**src/rtl/placar_pontos_pkg.sv**
```systemverilog
// Shared types and default constants for the score/lives keeper.
package placar_pontos_pkg;

    typedef enum logic [1:0] {
        OCIOSO  = 2'd0,
        JOGANDO = 2'd1,
        FIM     = 2'd2
    } estado_t;

    localparam int DEF_MAX_PONTOS   = 99;
    localparam int DEF_VIDAS_INI    = 3;
    localparam int DEF_BLINK_CICLOS = 25_000_000;

    localparam int PONTOS_W = 7;
    localparam int VIDAS_W  = 2;

endpackage

```
**src/rtl/placar_pontos_if.sv**
```systemverilog
// Game event inputs and score/lives outputs of the score keeper.
interface placar_pontos_if;
    import placar_pontos_pkg::*;

    logic                start;
    logic                acerto;
    logic                erro;
    logic [PONTOS_W-1:0] pontos;
    logic                enable;
    logic [VIDAS_W-1:0]  vidas;
    logic                jogando;
    logic                fim_jogo;

    // Event source side (buttons / game logic).
    modport master (
        output start, acerto, erro,
        input  pontos, enable, vidas, jogando, fim_jogo
    );

    // Score keeper side.
    modport slave (
        input  start, acerto, erro,
        output pontos, enable, vidas, jogando, fim_jogo
    );
endinterface

```
**src/rtl/placar_pontos_sinc_borda.sv**
```systemverilog
// One-bit 2-flop synchronizer plus rising-edge detector. The detector is
// only armed after a valid low level has been observed, so an input that is
// already high when reset is released never produces a pulse.
module sinc_borda (
    input  logic clk,
    input  logic rst_n,
    input  logic din,
    output logic pulso
);

    logic s1_q, s1_d;
    logic s2_q, s2_d;
    logic s3_q, s3_d;
    logic v1_q, v1_d;
    logic v2_q, v2_d;
    logic armado_q, armado_d;

    // Next-state: shift the input through the synchronizer; v1/v2 mark when
    // s2 carries a real sample instead of its reset value.
    always_comb begin
        s1_d     = din;
        s2_d     = s1_q;
        s3_d     = s2_q;
        v1_d     = 1'b1;
        v2_d     = v1_q;
        armado_d = armado_q | (v2_q & ~s2_q);
    end

    // Register stage with asynchronous clear.
    // NOTE: sequential state uses non-blocking (<=) so every flop samples the
    // pre-edge value of its neighbour; blocking here would collapse the chain.
    always_ff @(posedge clk or negedge rst_n) begin
        if (!rst_n) begin
            s1_q     <= 1'b0;
            s2_q     <= 1'b0;
            s3_q     <= 1'b0;
            v1_q     <= 1'b0;
            v2_q     <= 1'b0;
            armado_q <= 1'b0;
        end else begin
            s1_q     <= s1_d;
            s2_q     <= s2_d;
            s3_q     <= s3_d;
            v1_q     <= v1_d;
            v2_q     <= v2_d;
            armado_q <= armado_d;
        end
    end

    assign pulso = s2_q & ~s3_q & armado_q;

endmodule

```
**src/rtl/placar_pontos.sv**
```systemverilog
// Game score keeper: counts hits (saturating), lives, and drives the score
// display enable, which blinks while the game is over.
module placar_pontos
    import placar_pontos_pkg::*;
#(
    parameter int MAX_PONTOS   = DEF_MAX_PONTOS,
    parameter int VIDAS_INI    = DEF_VIDAS_INI,
    parameter int BLINK_CICLOS = DEF_BLINK_CICLOS
) (
    input logic            clk,
    input logic            rst_n,
    placar_pontos_if.slave bus
);

    localparam int CNT_W = (BLINK_CICLOS > 1) ? $clog2(BLINK_CICLOS) : 1;
    localparam logic [CNT_W-1:0]    CNT_ULT  = CNT_W'(BLINK_CICLOS - 1);
    localparam logic [PONTOS_W-1:0] PTS_MAX  = PONTOS_W'(MAX_PONTOS);
    localparam logic [VIDAS_W-1:0]  VIDAS_LD = VIDAS_W'(VIDAS_INI);

    logic p_start, p_acerto, p_erro;

    sinc_borda u_sinc_start  (.clk(clk), .rst_n(rst_n), .din(bus.start),  .pulso(p_start));
    sinc_borda u_sinc_acerto (.clk(clk), .rst_n(rst_n), .din(bus.acerto), .pulso(p_acerto));
    sinc_borda u_sinc_erro   (.clk(clk), .rst_n(rst_n), .din(bus.erro),   .pulso(p_erro));

    estado_t             estado_q, estado_d;
    logic [PONTOS_W-1:0] pontos_q, pontos_d;
    logic [VIDAS_W-1:0]  vidas_q, vidas_d;
    logic [CNT_W-1:0]    cnt_q, cnt_d;
    logic                enable_q, enable_d;
    logic                jogando_q, jogando_d;
    logic                fim_q, fim_d;

    // Next-state and next-output logic for the game FSM and blink counter.
    // NOTE: every variable gets a default at the top so no path through the
    // case statements leaves one unassigned (which would infer a latch).
    always_comb begin
        estado_d = estado_q;
        pontos_d = pontos_q;
        vidas_d  = vidas_q;
        cnt_d    = '0;
        enable_d = 1'b0;

        unique case (estado_q)
            OCIOSO: begin
                if (p_start) begin
                    estado_d = JOGANDO;
                    pontos_d = '0;
                    vidas_d  = VIDAS_LD;
                end
            end
            JOGANDO: begin
                if (p_acerto && (pontos_q < PTS_MAX)) begin
                    pontos_d = pontos_q + 1'b1;
                end
                if (p_erro) begin
                    vidas_d = vidas_q - 1'b1;
                    if (vidas_q == 2'd1) begin
                        estado_d = FIM;
                    end
                end
            end
            FIM: begin
                if (p_start) begin
                    estado_d = JOGANDO;
                    pontos_d = '0;
                    vidas_d  = VIDAS_LD;
                end
            end
            default: estado_d = OCIOSO;
        endcase

        // Display enable follows the state being entered, so it is registered
        // together with it; the blink starts high on the edge entering FIM.
        if (estado_d == JOGANDO) begin
            enable_d = 1'b1;
        end else if (estado_d == FIM) begin
            if (estado_q != FIM) begin
                enable_d = 1'b1;
            end else if (cnt_q == CNT_ULT) begin
                enable_d = ~enable_q;
            end else begin
                cnt_d    = cnt_q + 1'b1;
                enable_d = enable_q;
            end
        end

        jogando_d = (estado_d == JOGANDO);
        fim_d     = (estado_d == FIM);
    end

    // State and output registers, cleared asynchronously.
    always_ff @(posedge clk or negedge rst_n) begin
        if (!rst_n) begin
            estado_q  <= OCIOSO;
            pontos_q  <= '0;
            vidas_q   <= '0;
            cnt_q     <= '0;
            enable_q  <= 1'b0;
            jogando_q <= 1'b0;
            fim_q     <= 1'b0;
        end else begin
            estado_q  <= estado_d;
            pontos_q  <= pontos_d;
            vidas_q   <= vidas_d;
            cnt_q     <= cnt_d;
            enable_q  <= enable_d;
            jogando_q <= jogando_d;
            fim_q     <= fim_d;
        end
    end

    assign bus.pontos   = pontos_q;
    assign bus.vidas    = vidas_q;
    assign bus.enable   = enable_q;
    assign bus.jogando  = jogando_q;
    assign bus.fim_jogo = fim_q;

endmodule

```
**src/flat_wrapper.sv**
```systemverilog
// flat-port wrapper written by rule: the top's interface ports become plain ports
module placar_pontos_flat import placar_pontos_pkg::*;
#(
    parameter int MAX_PONTOS   = DEF_MAX_PONTOS,
    parameter int VIDAS_INI    = DEF_VIDAS_INI,
    parameter int BLINK_CICLOS = DEF_BLINK_CICLOS
)
  (clk, rst_n, bus_start, bus_acerto, bus_erro, bus_pontos, bus_enable, bus_vidas, bus_jogando, bus_fim_jogo);
  placar_pontos_if bus_i ();
  input logic clk;
  input logic rst_n;
  input wire logic [$bits(bus_i.start)-1:0] bus_start;
  input wire logic [$bits(bus_i.acerto)-1:0] bus_acerto;
  input wire logic [$bits(bus_i.erro)-1:0] bus_erro;
  output wire logic [$bits(bus_i.pontos)-1:0] bus_pontos;
  output wire logic [$bits(bus_i.enable)-1:0] bus_enable;
  output wire logic [$bits(bus_i.vidas)-1:0] bus_vidas;
  output wire logic [$bits(bus_i.jogando)-1:0] bus_jogando;
  output wire logic [$bits(bus_i.fim_jogo)-1:0] bus_fim_jogo;
  assign bus_i.start = bus_start;
  assign bus_i.acerto = bus_acerto;
  assign bus_i.erro = bus_erro;
  assign bus_pontos = bus_i.pontos;
  assign bus_enable = bus_i.enable;
  assign bus_vidas = bus_i.vidas;
  assign bus_jogando = bus_i.jogando;
  assign bus_fim_jogo = bus_i.fim_jogo;
  placar_pontos #(.MAX_PONTOS(MAX_PONTOS), .VIDAS_INI(VIDAS_INI), .BLINK_CICLOS(BLINK_CICLOS)) u_core (.clk(clk), .rst_n(rst_n), .bus(bus_i));
endmodule
```
**config.mk**
```make
export PLATFORM = sky130hd
export DESIGN_NAME = placar_pontos_flat
export DESIGN_NICKNAME = d
export VERILOG_FILES = /design/src/rtl/placar_pontos_pkg.sv /design/src/rtl/placar_pontos_if.sv /design/src/rtl/placar_pontos_sinc_borda.sv /design/src/rtl/placar_pontos.sv /design/src/flat_wrapper.sv
export SDC_FILE = /design/constraint.sdc
export NUM_CORES = 1
export LEC_CHECK = 0
export CORE_UTILIZATION = 50
export CTS_CLUSTER_DIAMETER = 30
export DETAILED_ROUTE_END_ITERATION = 10
export GPL_ROUTABILITY_DRIVEN = 1
export GPL_TIMING_DRIVEN = 0
export PLACE_DENSITY = 0.71
export SLEW_MARGIN = 20
export SYNTH_ARGS = -nofsm -noshare
export SYNTH_HDL_FRONTEND = slang
export SYNTH_SLANG_ARGS = --single-unit
```
**constraint.sdc**
```tcl
create_clock -name clk -period 1.9 [get_ports clk]
set_input_delay 0.19 -clock clk [delete_from_list [all_inputs] [get_ports clk]]
set_output_delay 0.19 -clock clk [all_outputs]
set_load 0.02 [all_outputs]
```
==> results.cfg <==
[grt]
grt_pass1_vias = 1670
antenna_found_initial = 0
grt_max_degree = 54
grt_overflow = 0
grt_pass1_wl_um = 7580
grt.total_usage_pct = 19.4

[cts]
clkTransAtPathRegs_ps = 100
htreeDepth = 2
tritoncts = done
clk_latency_ps = 310
cts_sinks = 53
cts_setup_buffers = 0
clockBufferDepth = 2
cts_made_buffers = 5
cts_root_buf = clkbuf_8

[floorplan]
boundaryPins = 17
start_util_pct = 53.1
die_area_um2 = 5000
num_rows = 24
die_height_um = 70.7
die_w_um = 70.7
core_area_um2 = 4440

[route]
vias = 1698
viasPerCell = 5.76
drt-met1-wl_um = 2140
wl_met3_um = 125
dr.pass1.iters = 7
drt-total-wl_um = 4220
drt_iter0_markers = 112
dr.max_layer_used = met4
wl_per_cell_um = 14.3
wl_met2_um = 1900
post-route-drc-count = 2
ant_nets = 0

[cells_and_area]
final_util_pct = 60.6
layout-drive-gt1-share_pct = 10.7
nets = 250
area_delta_synth_final_pct = 14.1
diodes = 0
final_cell_mix = dfrtp_1 (53), o21ai_0 (15), a21oi_1 (15), clkdlybuf4s50_1 (15), nor2_1 (14)
final_common_cell = dfrtp_1

[timing]
finalHoldViolCount = 0
finalSetupViolations = 0
drv_slew = 0
tightest_slew_ps = 644
rsz0062_at_grt = no
relSlewSlack_pct = 57.1
skew_ps = 8.45
post-route-period-util_pct = 92.6
fmax_mhz = 568
finalCriticalPeriod_ps = 1760

[yosys]
synth_warnings = 0
syn_inst = 219
synth_area_um2 = 2360
ys_ff_latch = 53
syn_nets = 227
synthDistinctLibCells = 43
yosysTopAreaCell = dfrtp_1
synth_area_leaders = dfrtp_1 (56%), a21oi_1 (3.2%), o21ai_0 (3.2%)
yosysSeqAreaShare_pct = 56.2
avgSynthCellArea_um2 = 10.8
synth_top_area_share_pct = 56.2
synthFlopType = dfrtp_1
synth_edf_count = 0
async_flop_share_pct = 100

[place]
hpwl_um = 2890
port_buffers = 16
gp_congestion = 0.744

[power]
p_sw_share_pct = 30.4
finalPower_uw = 2500
pwr-share-clk_pct = 26.0
combinationalPowerShare_pct = 20.8
max-vdd-ir-drop_mv = 0.576
seq_power_share_pct = 53.2
switchingPower_uw = 760
intPower_uw = 1740
p_leak_uw = 0.00109
p_per_area_nw_per_um2 = 929

[status]
status = finished with violations
violations = DRC

[critical_path]
critPathKind = reg2reg
crit_chain = nor4bb_1 > nand4_1 > o21bai_4 > mux2_2
crit_buf_inv = 0
critPathTopFamily = simple AND/OR/NAND/NOR gates
slowest_delay_ps = 420
critPathRequiredTime_ps = 2100
setup.worst_path.start_class = flip-flop
path_max_fanout = 8
end_kind = flip-flop
critical_path_arrival_ps = 1960
cpMaxStageDelayCell = dfrtp_1

[run]
cap_violations = 0

[min_path]
hold_path.class = in2reg
cells by family after synthesis:
| logic type | count (synthesis) | synth area share (%) |
|---|---|---|
| other | 1 | 0.159 |
| AO/OA/AOI/OAI | 49 | 12.9 |
| AND/OR/NAND/NOR | 83 | 21.1 |
| multiplexers | 1 | 0.477 |
| buffers and inverters | 19 | 3.87 |
| adder cells (fa/ha/maj) | 3 | 1.59 |
| XOR/XNOR | 10 | 3.71 |
| flip-flops | 53 | 56.2 |
Yosys cell counts (2+ instances only):
| library cell | count |
|---|---|
| nor4bb_1 | 2 |
| nand4_1 | 8 |
| ha_1 | 3 |
| nand3b_1 | 2 |
| a21oi_1 | 15 |
| and3_1 | 3 |
| or3_1 | 11 |
| nor2_1 | 14 |
| clkbuf_1 | 2 |
| buf_6 | 2 |
| o31ai_1 | 6 |
| xor2_1 | 8 |
| o211ai_1 | 3 |
| or4_1 | 4 |
| buf_2 | 4 |
| nand3_1 | 12 |
| inv_1 | 10 |
| nand2_1 | 10 |
| xnor2_1 | 2 |
| a21o_1 | 3 |
| o21ai_0 | 15 |
| and4_1 | 2 |
| nand4_4 | 2 |
| nor3_1 | 3 |
| a31o_2 | 2 |
| dfrtp_1 | 53 |
| and2_1 | 2 |
routing by layer:
layer	vias up	track usage (%)
met2	27	29.6
met3	6	4.42
met1	827	27.5
met4	0	6.67
met5	-	0
li1	838	-
path summary, 6_finish.rpt:
path / from / endpoint / slack (ps) / depth (start not counted)
min: bus_erro / u_core.u_sinc_erro.s1_q$_DFF_PN0_ / 310 / 1
min in group asynchronous: rst_n / u_core.bus.pontos[2]$_DFFE_PN0P_ / 440 / 2
min reg2reg: u_core.u_sinc_acerto.s1_q$_DFF_PN0_ / u_core.u_sinc_acerto.s2_q$_DFF_PN0_ / 360 / 0
max: u_core.cnt_q[22]$_DFF_PN0_ / u_core.bus.enable$_DFFE_PN0P_ / 140 / 4
max reg2reg: u_core.cnt_q[22]$_DFF_PN0_ / u_core.bus.enable$_DFFE_PN0P_ / 140 / 4
max in group asynchronous: rst_n / u_core.cnt_q[10]$_DFF_PN0_ / 1030 / 2
through the flow:
step	setup slack, ps	hold slack, ps	TNS, ps	cells	cell area (um2)
global placement	-963	333	-50870	287	2590
CTS	62.6	302	0	296	2690
global route	23.2	293	0	295	2690
finish	140	313	0	295	2690
detailed placement	85.3	270	0	287	2580
floorplan	267	-106	0	219	2360
power groups by stage:
stage | clock, uW | sequential (uW) | combinational (uW)
floorplan | 0 | 1420 | 208
global placement | 0 | 1350 | 513
detailed placement | 0 | 1350 | 520
CTS | 673 | 1330 | 523
global route | 712 | 1350 | 576
finish | 652 | 1330 | 519
sequential cells by signal, indices dropped and copies added (netlist names), 2 cells and up:
| register | count |
|---|---|
| u_core.cnt_q | 25 |
| u_core.bus.pontos | 7 |
| u_core.bus.vidas | 2 |
| u_core.estado_q | 2 |
timing repair:
action | in CTS | in global routing
hold endpoints to repair | 53 | 0
hold buffers | 1 | 0
setup endpoints to repair | 0 | 23
resized for setup | 0 | 4
worst reg2reg max path: stages (launching register included):
cell	delay (ps)
dfrtp_1	420
nor4bb_1	370
nand4_1	210
o21bai_4	290
mux2_2	360
area by class of cell:
type	instances	area (um2)
fillers	384	1750
inverters	10	37.5
plain buffers	8	51.3
clock buffers	5	68.8
clock inverters	3	25.0
flip-flops and latches	53	1330
multi-input cells	147	952
well taps	52	65.1
repair buffers	17	168
(Power assumes the default switching activity.)
